**src/rtl/mem_copy_engine.sv**
```systemverilog
// Block-copy initiator for a single-port synchronous RAM: reads one word, writes it, repeats.
// Each word takes one read cycle and one write cycle; abort ends the block early.
module mem_copy_engine #(
   parameter int ADDR_W = 16,
   parameter int DATA_W = 16
) (
   input  logic              clk,
   input  logic              rst,
   input  logic              start,
   input  logic [ADDR_W-1:0] src,
   input  logic [ADDR_W-1:0] dst,
   input  logic [ADDR_W-1:0] len,
   input  logic              abort,
   output logic              busy,
   output logic              done,
   output logic              aborted,
   output logic [ADDR_W-1:0] remaining,
   output logic [ADDR_W-1:0] ram_addr,
   output logic              ram_rw,
   output logic [DATA_W-1:0] ram_wdata,
   input  logic [DATA_W-1:0] ram_rdata,
   output logic [1:0]        dbg_state
);

   // Handshake: start is a one-cycle request honoured only in IDLE; there is no
   // ready back-pressure, the caller watches busy and waits for the done pulse.
   typedef enum logic [1:0] {
      S_IDLE = 2'd0,
      S_RD   = 2'd1,
      S_WR   = 2'd2,
      S_DONE = 2'd3
   } state_t;

   state_t            state;
   state_t            state_nx;
   logic [ADDR_W-1:0] cur_src;
   logic [ADDR_W-1:0] cur_dst;
   logic [ADDR_W-1:0] rem_dec;

   assign rem_dec   = remaining - ADDR_W'(1);
   assign dbg_state = state;

   always_ff @(posedge clk or posedge rst) begin
      if (rst) begin
         state <= S_IDLE;
      end else begin
         state <= state_nx;
      end
   end

   always_comb begin
      state_nx = state;
      case (state)
         S_IDLE: begin
            if (start) begin
               state_nx = (len != '0) ? S_RD : S_DONE;
            end
         end
         S_RD: begin
            state_nx = abort ? S_DONE : S_WR;
         end
         S_WR: begin
            state_nx = ((rem_dec == '0) || abort) ? S_DONE : S_RD;
         end
         S_DONE: begin
            state_nx = S_IDLE;
         end
         default: begin
            state_nx = S_IDLE;
         end
      endcase
   end

   // Pointers wrap modulo 2^ADDR_W; the write in WR always retires before abort takes effect.
   always_ff @(posedge clk or posedge rst) begin
      if (rst) begin
         cur_src   <= '0;
         cur_dst   <= '0;
         remaining <= '0;
         aborted   <= 1'b0;
      end else begin
         case (state)
            S_IDLE: begin
               if (start) begin
                  cur_src   <= src;
                  cur_dst   <= dst;
                  remaining <= len;
                  aborted   <= 1'b0;
               end
            end
            S_RD: begin
               if (abort) begin
                  aborted <= 1'b1;
               end
            end
            S_WR: begin
               cur_src   <= cur_src + ADDR_W'(1);
               cur_dst   <= cur_dst + ADDR_W'(1);
               remaining <= rem_dec;
               aborted   <= abort;
            end
            default: begin
               aborted <= aborted;
            end
         endcase
      end
   end

   // Decoded straight from state so reset forces ram_rw low without waiting for an edge.
   always_comb begin
      busy      = (state != S_IDLE);
      done      = (state == S_DONE);
      ram_rw    = 1'b0;
      ram_addr  = '0;
      ram_wdata = '0;
      case (state)
         S_RD: begin
            ram_addr = cur_src;
         end
         S_WR: begin
            ram_addr  = cur_dst;
            ram_rw    = 1'b1;
            ram_wdata = ram_rdata;
         end
         default: begin
            ram_addr = '0;
         end
      endcase
   end

endmodule

```
**config.mk**
```make
export PLATFORM = sky130hd
export DESIGN_NAME = mem_copy_engine
export DESIGN_NICKNAME = d
export VERILOG_FILES = /design/src/rtl/mem_copy_engine.sv
export SDC_FILE = /design/constraint.sdc
export NUM_CORES = 1
export LEC_CHECK = 0
export ABC_AREA = 0
export BUFFER_PORTS_ARGS = -buffer_cell sky130_fd_sc_hd__buf_2
export CELL_PAD_IN_SITES_DETAIL_PLACEMENT = 0
export CELL_PAD_IN_SITES_GLOBAL_PLACEMENT = 1
export CORE_ASPECT_RATIO = 0.9
export CORE_MARGIN = 2
export CORE_UTILIZATION = 30
export CTS_BUF_LIST = sky130_fd_sc_hd__clkbuf_2 sky130_fd_sc_hd__clkbuf_4 sky130_fd_sc_hd__clkbuf_8
export CTS_CLUSTER_DIAMETER = 120
export DETAILED_ROUTE_END_ITERATION = 6
export GPL_ROUTABILITY_DRIVEN = 0
export PLACE_DENSITY_LB_ADDON = 0.1
export SLEW_MARGIN = 20
export SYNTH_ARGS = -nofsm -noshare
export SYNTH_HDL_FRONTEND = slang
export SYNTH_SLANG_ARGS = --single-unit
```
**constraint.sdc**
```tcl
create_clock -name clk -period 2.1 [get_ports clk]
set_input_delay 0.21 -clock clk [delete_from_list [all_inputs] [get_ports clk]]
set_output_delay 0.21 -clock clk [all_outputs]
set_load 0.01 [all_outputs]
```
======== After elaboration in Yosys (flattened, before gate mapping) ========
Index checks and enable logic that the tools add are counted.
word-level totals
  register bits after elaboration ......... 51
  output and inout bits ................... 54
  logic and storage cells ................. 39
cells by class
  add/sub/neg operators ................... 3
  eq/ne operators ......................... 5
  muxes and demuxes ....................... 17
  reduce and logical (&&, ||, !) cells .... 9
operator list
  operator                                                              number
  16-bit one-hot mux with 2 select lines                                4
  16-bit 2-to-1 mux                                                     4
  16-bit by 1-bit adder with 16-bit output, second input constant       2
  16-bit logical NOT                                                    1
  16-bit nonzero test                                                   1
  16-bit by 1-bit subtractor with 16-bit output, second input constant  1
  2-bit one-hot mux with 4 select lines                                 1
  2-bit 2-to-1 mux                                                      3
  2-bit == test, second input constant                                  2
  1-bit 2-to-1 mux                                                      4
  2-bit inequality test, second input constant                          2
  2-bit nonzero test                                                    2
  1-bit one-hot mux with 3 select lines                                 1
  3-bit AND reduction                                                   1
  3-bit nonzero test                                                    1
  2-bit by 1-bit == test with 1-bit output, second input constant       1
  2-bit logical NOT                                                     1
  2-bit AND reduction                                                   1
  1-bit logical OR                                                      1

======== Longest topological paths before layout ========
Gate-level depths: netlist of the first run.
  depth in word-level cells ............... 5
  depth in mapped cells ................... 9

======== Worst setup path before layout of the first run ========
No wires, ideal clock.
  path type ............................... register -> register
  from .................................... register state[0] (netlist: dbg_state[0])
  to ...................................... register cur_src[0]
  arrival time ............................ 1.965 ns
  data required time ...................... 1.963 ns
  path slack .............................. -0.002 ns
  stages on the path, launching flop included .. 8
  clock period less this slack ............ 2.102 ns
  cells stage by stage .................... dfrtp_1 > inv_1 > ha_1 > inv_2 > o21ai_1 > clkbuf_1 > buf_1 > a21oi_1
on the way
  word-level cells in the longest chain between the ends .. 3
  elaborated cells on any way between the ends .. 6
RTL lines
  item                                                                          RTL line  RTL
  from (decl)                                                                   34        state_t state;
  from (signal assigned)                                                        47        state <= state_nx;
  2-bit == test or 2-bit logical NOT (tied branches)                            82        case (state)
  2-bit nonzero test (no source line) or 2-bit inequality test (tied branches)  n/a
  2-bit AND reduction (no source line)                                          n/a
  to (signal assigned)                                                          85        cur_src <= src;
  to (signal assigned)                                                          97        cur_src <= cur_src + ADDR_W'(1);
  to (decl)                                                                     36        logic [ADDR_W-1:0] cur_src;
Parallel ways exist; a longest one is shown, timed or not.
A chain may end at the register's enable or synchronous reset.

======== Worst setup path in the final report of the first run ========
  from .................................... register remaining[3]
  to ...................................... register state[1] (netlist: dbg_state[1])
on the way
  word-level cells in the longest chain between the ends .. 5
RTL lines
  item                                           RTL line  RTL
  from (decl)                                    17        output logic [ADDR_W-1:0] remaining,
  from (signal assigned)                         87        remaining <= len;
  from (signal assigned)                         99        remaining <= rem_dec;
  16-bit by 1-bit subtractor with 16-bit output  40        assign rem_dec = remaining - ADDR_W'(1);
  16-bit logical NOT                             63        state_nx = ((rem_dec == '0) || abort) ? S_DONE : S_RD;
  1-bit logical OR                               63
  2-bit 2-to-1 mux                               63
  2-bit one-hot mux with 4 select lines          53        case (state)
Every way passes these cells.

==> results of run 1 <==
[metrics by stage]
step	worst slack (ns)	hold slack, ns	utilization	instances	area, µm²
after floorplan	0.01220	0.3646	-	463	3679
after global placement	0.07482	0.2993	0.3951	752	4733
after detailed placement	0.04549	0.2940	0.3951	752	4733
after CTS	0.005175	0.1352	0.4046	761	4847
after global routing	0.01268	0.1456	0.4126	763	4943
final	0.08577	0.1446	0.4126	763	4943
[flip-flops by register name, indices dropped and copies added (netlist names)]
register	cells
remaining	16
dbg_state	2
cur_src	16
aborted	1
cur_dst	16
[layout by cell type, fill, tap and decap left out, types with 16 or more instances in the layout]
master / netlist / routed
sky130_fd_sc_hd__buf_2: 1 / 121
sky130_fd_sc_hd__a21oi_1: 54 / 54
sky130_fd_sc_hd__nor2_1: 28 / 28
sky130_fd_sc_hd__nand2_1: 32 / 32
sky130_fd_sc_hd__and2_1: 16 / 16
sky130_fd_sc_hd__nand3_1: 25 / 25
sky130_fd_sc_hd__a22oi_1: 17 / 17
sky130_fd_sc_hd__nor2b_1: 18 / 18
sky130_fd_sc_hd__buf_4: 0 / 37
sky130_fd_sc_hd__o21ai_0: 34 / 33
sky130_fd_sc_hd__o22ai_1: 27 / 27
sky130_fd_sc_hd__dfrtp_1: 51 / 47
[cell families after synthesis]
logic type | after synthesis | synth area share
AO/OA/AOI/OAI | 174 | 0.2932
XOR/XNOR | 3 | 0.007151
buffers and inverters | 50 | 0.05345
adder cells (fa/ha/maj) | 8 | 0.02724
multiplexers | 11 | 0.02996
AND/OR/NAND/NOR | 166 | 0.2417
flip-flops | 51 | 0.3473
[repair_timing]
item	4_1_cts	5_1_grt
pin swaps	0	3
endpoints found under the setup margin	16	17
hold buffers	1	0
gates resized for setup	2	14
endpoints found under the hold margin	51	0
cloned	0	1
buffers inserted	0	1
[cell type report]
type	count	share of cell area
Clock buffer	6	0.01670
Clock inverter	2	0.003290
Sequential cell	51	0.2592
Timing Repair Buffer	165	0.2065
Tap cell	160	0.04050
Inverter	17	0.01291
Multi-Input combinational cell	362	0.4609
[routing by layer]
metal,GRT usage,vias up,share of wire
met5,0,-,0
met4,0.03987,0,0.010
met3,0.03504,11,0.063
met2,0.2817,144,0.43
met1,0.2954,1909,0.50
li1,-,2000,-
[power by group]
part	total, W	leakage, nW	internal (W)	switching, W
combinational	0.00501	1.54	0.00224	0.00276
sequential	0.00217	0.577	0.00149	0.000673
clock	0.000648	0.0474	0.000270	0.000377
[worst paths after layout]
check	end	slack, ns
hold / removal	cur_src[4]$_DFFE_PP0P_	0.14
min in group asynchronous	aborted$_DFFE_PP0P_	0.46
setup reg to reg	dbg_state[1]$_DFFE_PP0P_	0.09
setup / recovery	dbg_state[1]$_DFFE_PP0P_	0.09
hold reg to reg	cur_dst[14]$_DFFE_PP0P_	0.54
max in group asynchronous	remaining[2]$_DFFE_PP0P_	1.33
[worst register-to-register path, delay by kind of cell (launching register included)]
kind / cells / cell delay, ns
simple gates: 2 / 0.84
compound gates: 3 / 0.63
flops: 1 / 0.46
==> reports/summary.log, run 1 <==
qor: run_status.outcome finished clean
qor: logic_synthesis.yosys_most_used_dff sky130_fd_sc_hd__dfrtp_1
qor: clock_tree.h_tree_depth 2
qor: clock_tree.cts.path.max_buffers 2
qor: setup_path.cp_data_required_time 2.33 ns
qor: timing.timing_max_transition_violations_final 0
qor: logic_synthesis.synth_largest_type_area_fraction 0.3473
qor: timing.hold_viol 0
qor: setup_path.timing.critical_path.buf_inv 0
qor: finish.drive_above_1_share 0.3234
qor: clock_tree.root_buffer sky130_fd_sc_hd__clkbuf_8
qor: logic_synthesis.synth_sequential_area_ratio 0.3473
qor: floorplanning.die_area 13150 µm²
qor: floorplanning.ioPinCount 122
qor: timing.worst_clock_skew 0.01179 ns
qor: logic_synthesis.synthArstFlopShare 1.000
qor: detailed_routing.post_drt_wl_per_cell 17.11 µm
qor: timing.min_period_over_period 0.9592
qor: logic_synthesis.ys_top_cells_by_area sky130_fd_sc_hd__dfrtp_1 (35%), sky130_fd_sc_hd__a21oi_1 (7.4%), sky130_fd_sc_hd__o21ai_0 (4.6%)
qor: setup_path.max_stage_delay 0.57 ns
qor: floorplanning.start_util 0.3067
qor: timing.maxClockFrequency 0.4965 GHz
qor: logic_synthesis.synth_top_cell_by_area sky130_fd_sc_hd__dfrtp_1
qor: logic_synthesis.average_instance_area_after_synthesis 7.937 µm²
qor: timing.finalSetupViolCount 0
qor: finish.antennaDiodeCount 0
qor: finish.multiInputGateArea 2278 µm²
qor: min_path.hold_class in2reg
qor: finish.areaGrowthSynthToFinish 34.53%
qor: floorplanning.core_area 11980 µm²
qor: power.powerDensity 1582 nW/µm²
qor: setup_path.worst_r2r_path_depth 5
qor: placement.dp_hpwl 9317 µm
qor: timing.timing.setup.tns 0 ns
qor: clock_tree.number_of_cts_inserted_buffers 5
qor: setup_path.cpMaxStageDelayCell sky130_fd_sc_hd__or4_4
qor: setup_path.cp.depth 5
qor: finish.nets 678
qor: floorplanning.die_h 109.0 µm
qor: job.cap_viol_max_count 0
qor: setup_path.cpLargestDelayFamily simple AND/OR/NAND/NOR gates
qor: min_path.hold_path_startpoint src[4]
qor: global_routing.grt.overflow.total 0
qor: logic_synthesis.syn_inst 463
qor: clock_tree.clk_transition_reported_paths 0.11 ns
qor: detailed_routing.dr.first_iter.drc_count 282
qor: clock_tree.clock_sink_count 51
qor: detailed_routing.detailedRoute.firstPassIterationCount 5
qor: timing.timing.max_slew.rel_slack 0.6685
qor: setup_path.worst-setup-path-type reg2reg
qor: setup_path.worst_path_arrival_time 2.24 ns
qor: logic_synthesis.synth_cell_type_count 53
qor: power.finalPower 0.007818 W
qor: timing.worstMarginPinSlew 0.4927 ns
qor: clock_tree.insertion_delay 0.32 ns
qor: logic_synthesis.syn-num-nets 539
qor: power.largest_voltage_drop_on_the_vdd_net 0.0004411 V
qor: timing.rsz0062_at_grt false
qor: logic_synthesis.synth_enable_flop_cells 0
qor: global_routing.global_route_wire_length_before_repair 19980 µm
qor: logic_synthesis.netlist_top_cells_count sky130_fd_sc_hd__a21oi_1 (54), sky130_fd_sc_hd__dfrtp_1 (51), sky130_fd_sc_hd__o21ai_0 (34)
qor: global_routing.grt_use_total 0.1931
qor: detailed_routing.route.detailed.drc 0
qor: placement.port-buffer-count 121
qor: min_path.min_delay_path_depth 3
qor: global_routing.grt_antenna_before_repair 0
qor: setup_path.crit_path_cell_trace or4_4, nor4_4, a31oi_1, a2111o_1, o31ai_2
qor: timing.period_minus_slack 2.014 ns
qor: detailed_routing.dr_vias 4064
qor: floorplanning.die_x 120.7 µm
qor: logic_synthesis.syn-cell-area 3675 µm²
qor: finish.fillers 1261
qor: power.static-leakage-power 2.160 nW
qor: detailed_routing.vias_per_cell 5.326
qor: logic_synthesis.synthMostInstantiatedCell sky130_fd_sc_hd__a21oi_1
qor: global_routing.grt_max_degree 69
qor: finish.sequential_cell_area_in_the_final_layout 1281 µm²
qor: clock_tree.tritoncts done
qor: setup_path.crit_path_max_fanout 5
qor: global_routing.via_count_of_the_first_global_routing_pass 3605
qor: setup_path.crit_path_end_kind flop
qor: setup_path.critical_path.startpoint_type flop
qor: detailed_routing.antenna_left 0
qor: floorplanning.rows 38
qor: setup_path.launch_point_of_the_worst_reg_to_reg_path remaining[3]$_DFFE_PP0P_
qor: logic_synthesis.ys.warnings.count 0
qor: detailed_routing.route.final.wire_length 13060 µm
qor: setup_path.critical_path.startpoint remaining[3]$_DFFE_PP0P_
qor: logic_synthesis.synth_seq_cells 51
Note: power is estimated with default switching activity, not from simulation.
==> run 2: changes to the inputs <==
Settings changed: PLACE_DENSITY set to 0.74, PLACE_DENSITY_LB_ADDON 0.1 to unset, SLEW_MARGIN 20 to 30.
==> reports/summary.log, run 2 (synthesis gave the netlist of run 1 again) <==
qor: finish.multiInputGateArea 2262 µm² [-0.71%]
qor: setup_path.crit_path_end_kind flop
qor: finish.drive_above_1_share 0.3099 [-0.01350]
qor: clock_tree.root_buffer sky130_fd_sc_hd__clkbuf_8
qor: timing.worst_clock_skew 0.01547 ns [+0.003682 ns]
qor: finish.antennaDiodeCount 0 [unchanged]
qor: detailed_routing.vias_per_cell 5.420 [+1.8%]
qor: timing.hold_viol 0 [unchanged]
qor: timing.period_minus_slack 2.055 ns [+0.04117 ns]
qor: timing.min_period_over_period 0.9788 [+0.01961]
qor: placement.dpl_cell_area 4656 µm² [-1.6%]
qor: timing.timing.max_slew.rel_slack 0.6606 [-0.007864]
qor: clock_tree.insertion_delay 0.33 ns [about the same]
qor: power.internal-power 0.003856 W [-3.7%]
qor: setup_path.cp_data_required_time 2.34 ns [about the same]
qor: setup_path.critical_path.startpoint_type flop
qor: floorplanning.die_x 120.7 µm [unchanged]
qor: setup_path.max_stage_delay 0.57 ns [about the same]
qor: finish.layout.cells.non_filler 757 [-0.79%]
qor: placement.dp_hpwl 9075 µm [-2.6%]
qor: floorplanning.die_area 13150 µm² [unchanged]
qor: setup_path.crit_path_max_fanout 6 [+1]
qor: timing.postLayoutSetupSlackWorst 0.04460 ns [-0.04117 ns]
qor: global_routing.global_route_wire_length_before_repair 19920 µm [-0.31%]
qor: finish.mostFrequentLayoutCells sky130_fd_sc_hd__buf_2 (121), sky130_fd_sc_hd__a21oi_1 (54), sky130_fd_sc_hd__dfrtp_1 (50)
qor: run_status.outcome finished clean
qor: power.switching_power 0.003710 W [-2.7%]
qor: floorplanning.ioPinCount 122 [unchanged]
qor: finish.fillers 1231 [-2.4%]
qor: detailed_routing.dr.first_iter.drc_count 370 [+31%]
qor: global_routing.via_count_of_the_first_global_routing_pass 3817 [+5.9%]
qor: timing.worstMarginPinSlew 0.5049 ns [+0.01214 ns]
qor: finish.areaGrowthSynthToFinish 31.73%
qor: floorplanning.die_h 109.0 µm [unchanged]
qor: power.powerDensity 1563 nW/µm² [-1.2%]
qor: detailed_routing.antenna_left 0 [unchanged]
qor: setup_path.worst_path_most_repeated_cell sky130_fd_sc_hd__buf_4
qor: placement.instance_count_after_placement_with_tap_cells_included 745 [-0.93%]
qor: detailed_routing.route.detailed.drc 0 [unchanged]
qor: floorplanning.core_area 11980 µm² [unchanged]
qor: job.cap_viol_max_count 0 [unchanged]
qor: finish.nets 672 [-0.88%]
qor: timing.maxClockFrequency 0.4865 GHz [-2.0%]
qor: global_routing.grt.overflow.total 0 [unchanged]
qor: timing.rsz0062_at_grt true
qor: power.pwr-share-seq 0.281 [+0.004]
qor: finish.reg_top3 cur_dst (16), cur_src (16), remaining (16)
qor: detailed_routing.detailedRoute.firstPassIterationCount 5 [unchanged]
qor: floorplanning.rows 38 [unchanged]
qor: setup_path.cpMaxStageDelayCell sky130_fd_sc_hd__or4_1
qor: global_routing.grt_max_degree 57 [-17%]
qor: detailed_routing.dr_vias 4103 [+0.96%]
qor: timing.timing_max_transition_violations_final 0 [unchanged]
qor: power.power.share.switching 0.4903 [+0.002540]
qor: power.p_comb_frac 0.632 [-0.008]
qor: clock_tree.tritoncts done
qor: timing.finalSetupViolCount 0 [unchanged]
qor: clock_tree.cts.path.max_buffers 2 [unchanged]
qor: clock_tree.h_tree_depth 2 [unchanged]
qor: min_path.hold_class in2reg
qor: finish.utilization 0.4040 [-0.008563]
qor: finish.sequential_cell_area_in_the_final_layout 1277 µm² [-0.29%]
qor: power.static-leakage-power 2.124 nW [-1.7%]
qor: setup_path.worst-setup-path-type reg2reg
qor: clock_tree.clock_sink_count 51 [unchanged]
qor: setup_path.worst_path_arrival_time 2.29 ns [+0.05 ns]
qor: floorplanning.start_util 0.3067 [unchanged]
qor: detailed_routing.post_drt_wl_per_cell 16.36 µm [-4.4%]
qor: finish.final_design_area_no_fill 4841 µm² [-2.1%]
qor: clock_tree.number_of_cts_inserted_buffers 5 [unchanged]
qor: placement.port-buffer-count 121 [unchanged]
qor: timing.fin_worst_hold_slack 0.1463 ns [+0.001701 ns]
qor: detailed_routing.route.final.wire_length 12380 µm [-5.2%]
qor: power.clockPowerShare 0.087 [+0.004]
qor: global_routing.grt_use_total 0.1911 [-0.002034]
qor: global_routing.grt_antenna_before_repair 0 [unchanged]
qor: clock_tree.clk_transition_reported_paths 0.11 ns [about the same]
qor: finish.final_common_cell sky130_fd_sc_hd__buf_2
qor: setup_path.crit_path_cell_trace buf_4, buf_4, or4_1, xnor2_1, a2111o_1, o31ai_2
qor: power.largest_voltage_drop_on_the_vdd_net 0.0004506 V [+2.2%]
qor: placement.placement.setup.worst_slack -0.02060 ns [-0.06609 ns]
## run 2: changes by cell type in the layout (fill, tap and decap cells not counted), sizes merged
| cell | change |
|---|---|
| buf | -5 |
| clkinvlp | -1 |
## run 2: area by class of cell
cell class | count | share of cell area
clock inverter | 1 | 0.001809
clock buffer | 7 | 0.01861
timing repair buffer | 159 | 0.1938
inverter | 17 | 0.01318
tap | 160 | 0.04135
multi-input combinational | 362 | 0.4673
sequential | 51 | 0.2639
## run 2: critical path: cells and delay by family (launching register included)
family | cells | cell delay, ns
and+or+nand+nor | 1 | 0.57
AOI/OAI and AO/OA | 2 | 0.51
DFF | 1 | 0.43
buffers and inverters | 2 | 0.29
xor gates and xnor gates | 1 | 0.16
## run 2: what timing repair did
item / in CTS / in global routing
setup buffers: 2 / 1
hold buffers: 1 / 0
pin swaps: 0 / 3
hold endpoints to repair: 19 / 0
resized for setup: 2 / 11
setup endpoints to repair: 12 / 16
## run 2: routing by layer
| metal | track usage | vias up | wire (µm) | share of wire |
|---|---|---|---|---|
| li1 | - | 1996 | - | - |
| met1 | 0.2682 | 1940 | 5733 | 0.46 |
| met2 | 0.2962 | 140 | 5565 | 0.45 |
| met3 | 0.02824 | 27 | 717 | 0.058 |
| met4 | 0.07558 | 0 | 366 | 0.030 |
| met5 | 0 | - | 0 | 0 |
## run 2: final timing paths
check,depth (start not counted),slack (ns),to,from
max,6,0.04,dbg_state[1]$_DFFE_PP0P_,remaining[3]$_DFFE_PP0P_
min,3,0.15,cur_src[8]$_DFFE_PP0P_,src[8]
max reg2reg,6,0.04,dbg_state[1]$_DFFE_PP0P_,remaining[3]$_DFFE_PP0P_
min reg2reg,1,0.54,cur_dst[14]$_DFFE_PP0P_,cur_dst[14]$_DFFE_PP0P_
max in group asynchronous,4,1.11,remaining[4]$_DFFE_PP0P_,rst
min in group asynchronous,3,0.44,dbg_state[0]$_DFFE_PP0P_,rst
## run 2: stage by stage
| step | setup TNS [ns] | total power, W |
|---|---|---|
| 3_5_place_dp | -0.02060 | 0.006756 |
| 5_1_grt | -0.04375 | 0.008254 |
| 3_3_place_gp | 0 | 0.006661 |
| 6_report | 0 | 0.007566 |
| 4_1_cts | 0 | 0.007466 |
| 2_1_floorplan | 0 | 0.005010 |
## run 2: power by group through the flow
stage	combinational (W)	clock, W	sequential (W)
finish	0.00478	0.000657	0.00212
detailed placement	0.00462	0	0.00214
floorplan	0.00292	0	0.00209
CTS	0.00468	0.000671	0.00211
global route	0.00533	0.000708	0.00221
global placement	0.00455	0	0.00211
==> run 3: changes to the inputs <==
Settings changed: REMOVE_ABC_BUFFERS set to 1.
==> reports/summary.log, run 3 (synthesis gave the netlist of run 1 again) <==
qor: detailed_routing.antenna_left 0 [unchanged]
qor: setup_path.cp_data_required_time 2.33 ns [about the same]
qor: detailed_routing.route.final.wire_length 12000 µm [-3.1%]
qor: setup_path.worst-setup-path-type reg2reg
qor: timing.postLayoutSetupSlackWorst 0.05507 ns [+0.01047 ns]
qor: clock_tree.number_of_cts_inserted_buffers 5 [unchanged]
qor: global_routing.grt_use_total 0.1820 [-0.009076]
qor: detailed_routing.route.detailed.drc 0 [unchanged]
qor: setup_path.crit_path_max_fanout 9 [+3]
qor: run_status.outcome finished clean
qor: power.clockPowerShare 0.079 [-0.008]
qor: placement.placement.setup.worst_slack 0.01776 ns [+0.03836 ns]
qor: finish.drive_above_1_share 0.3069 [-0.002969]
qor: timing.timing.max_slew.rel_slack 0.7527 [+0.09209]
qor: timing.period_minus_slack 2.045 ns [-0.01047 ns]
qor: global_routing.global_route_wire_length_before_repair 19290 µm [-3.2%]
qor: timing.hold_viol 0 [unchanged]
qor: detailed_routing.detailedRoute.firstPassIterationCount 4 [-1]
qor: detailed_routing.vias_per_cell 5.354 [-1.2%]
qor: timing.maxClockFrequency 0.4890 GHz [+0.51%]
qor: min_path.min_delay_path_depth 3 [unchanged]
qor: min_path.timing.hold.worst_endpoint cur_dst[7]$_DFFE_PP0P_
qor: floorplanning.die_area 13150 µm² [unchanged]
qor: timing.min_period_over_period 0.9738 [-0.004986]
qor: placement.dpl_cell_area 4671 µm² [+0.32%]
qor: finish.mostFrequentLayoutCells sky130_fd_sc_hd__buf_2 (121), sky130_fd_sc_hd__a21oi_1 (54), sky130_fd_sc_hd__dfrtp_1 (51)
qor: setup_path.critical_path.startpoint_type flop
qor: finish.nets 669 [-0.45%]
qor: clock_tree.tritoncts done
qor: finish.final_common_cell sky130_fd_sc_hd__buf_2
qor: floorplanning.start_util 0.3067 [unchanged]
qor: global_routing.grt_max_degree 66 [+16%]
qor: detailed_routing.dr.first_iter.drc_count 262 [-29%]
qor: setup_path.regToRegSetupSlack 0.06 ns [about the same]
qor: clock_tree.root_buffer sky130_fd_sc_hd__clkbuf_8
qor: setup_path.regToRegEndpoint dbg_state[1]$_DFFE_PP0P_
qor: setup_path.crit_path_end_kind flop
qor: min_path.hold_class in2reg
qor: finish.reg_top3 cur_dst (16), cur_src (16), remaining (16)
qor: power.pwr-share-seq 0.282 [about the same]
qor: timing.timing_max_transition_violations_final 0 [unchanged]
qor: global_routing.grt_antenna_before_repair 2 [+2]
qor: floorplanning.core_area 11980 µm² [unchanged]
qor: finish.final_design_area_no_fill 4846 µm² [+0.10%]
qor: timing.timing.setup.tns 0 ns [unchanged]
qor: floorplanning.rows 38 [unchanged]
qor: job.cap_viol_max_count 0 [unchanged]
qor: finish.fillers 1261 [+2.4%]
qor: setup_path.timing.critical_path.buf_inv 0 [-2]
qor: timing.finalSetupViolCount 0 [unchanged]
qor: placement.port-buffer-count 121 [unchanged]
qor: setup_path.cpLargestDelayFamily simple AND/OR/NAND/NOR gates
qor: finish.areaGrowthSynthToFinish 31.87%
qor: timing.rsz0062_at_grt true
qor: setup_path.worst_path_arrival_time 2.27 ns [-0.02 ns]
qor: clock_tree.cts.path.max_buffers 2 [unchanged]
qor: power.power.share.switching 0.4849 [-0.005445]
qor: clock_tree.h_tree_depth 2 [unchanged]
qor: clock_tree.clock_sink_count 51 [unchanged]
qor: timing.worstMarginPinSlew 0.3679 ns [-0.1370 ns]
qor: global_routing.via_count_of_the_first_global_routing_pass 3750 [-1.8%]
qor: timing.worst_clock_skew 0.01383 ns [-0.001639 ns]
qor: detailed_routing.dr_vias 4037 [-1.6%]
qor: power.internal-power 0.003888 W [+0.82%]
qor: detailed_routing.post_drt_wl_per_cell 15.91 µm [-2.7%]
qor: global_routing.grt.overflow.total 0 [unchanged]
qor: setup_path.max_stage_delay 0.58 ns [about the same]
qor: floorplanning.die_x 120.7 µm [unchanged]
qor: min_path.hold_path_startpoint dst[7]
qor: floorplanning.ioPinCount 122 [unchanged]
qor: placement.dp_hpwl 8544 µm [-5.9%]
qor: clock_tree.insertion_delay 0.32 ns [about the same]
qor: setup_path.cpMaxStageDelayCell sky130_fd_sc_hd__or4_4
qor: power.static-leakage-power 2.115 nW [-0.45%]
qor: power.powerDensity 1557 nW/µm² [-0.35%]
qor: clock_tree.clk_transition_reported_paths 0.10 ns [about the same]
qor: setup_path.worst_r2r_path_depth 5 [-1]
qor: power.switching_power 0.003659 W [-1.4%]
qor: power.largest_voltage_drop_on_the_vdd_net 0.0007342 V [+63%]
qor: setup_path.crit_path_cell_trace or4_4, nor4_2, a31oi_1, a2111o_1, o31ai_2
qor: setup_path.launch_point_of_the_worst_reg_to_reg_path remaining[3]$_DFFE_PP0P_
qor: power.p_comb_frac 0.639 [+0.007]
qor: floorplanning.die_h 109.0 µm [unchanged]
-- run 3: layout make-up --
class,count,area [µm²],area share
Tap cell,160,200.2,0.04131
Clock buffer,5,68.82,0.01420
Multi-Input combinational cell,362,2246,0.4635
Inverter,17,63.81,0.01317
Timing Repair Buffer,156,974.7,0.2011
Clock inverter,2,13.76,0.002840
Antenna cell,1,2.502,0.0005164
Sequential cell,51,1276,0.2634
-- run 3: tightest hold or removal path, delay by kind of cell --
kind | cells | cell delay, ns
buf+inv | 1 | 0.07
compound gates | 2 | 0.15
-- run 3: per-layer routing --
layer | vias to the layer above | track usage | wire length, µm
met5 | - | 0 | 7
met4 | 2 | 0.03571 | 123
met3 | 11 | 0.03452 | 901
met2 | 133 | 0.2918 | 5402
met1 | 1905 | 0.2571 | 5561
li1 | 1986 | - | -
-- run 3: how the worst max path moves through the flow --
stage,end,cells after the start,slack [ns],startpoint
final,dbg_state[1]$_DFFE_PP0P_,5,0.06,remaining[3]$_DFFE_PP0P_
after global routing,dbg_state[1]$_DFFE_PP0P_,7,-0.05,remaining[0]$_DFFE_PP0P_
after CTS,dbg_state[1]$_DFFE_PP0P_,7,0.005,remaining[0]$_DFFE_PP0P_
after detailed placement,dbg_state[1]$_DFFE_PP0P_,7,0.02,remaining[0]$_DFFE_PP0P_
after global placement,dbg_state[1]$_DFFE_PP0P_,7,0.1,remaining[0]$_DFFE_PP0P_
after floorplan,cur_dst[10]$_DFFE_PP0P_,7,-4.82,dbg_state[0]$_DFFE_PP0P_
-- run 3: per-stage QoR --
stage               instances  hold WS (ns)  utilization  power (W)
floorplan                 430        0.3646            -   0.004904
global placement          742        0.2915       0.3898   0.006668
detailed placement        742        0.2894       0.3898   0.006773
CTS                       750        0.1479       0.3981   0.007412
global route              753        0.1489       0.4042   0.008263
finish                    754        0.1576       0.4044   0.007547
-- run 3: power groups by stage --
stage | Combinational [W] | Sequential [W] | Clock [W]
after floorplan | 0.00274 | 0.00216 | 0
after global placement | 0.00455 | 0.00212 | 0
after detailed placement | 0.00462 | 0.00215 | 0
after CTS | 0.00467 | 0.00213 | 0.000614
after global routing | 0.00536 | 0.00224 | 0.000665
final | 0.00482 | 0.00213 | 0.000593
-- run 3: what timing repair did --
item                                    CTS  global route
gates cloned                              0             1
hold endpoints to repair                 51             0
setup buffers                             0             2
pin swaps                                 0             1
endpoints found under the setup margin   16            30
resized for setup                         2             8
hold buffers                              1             0
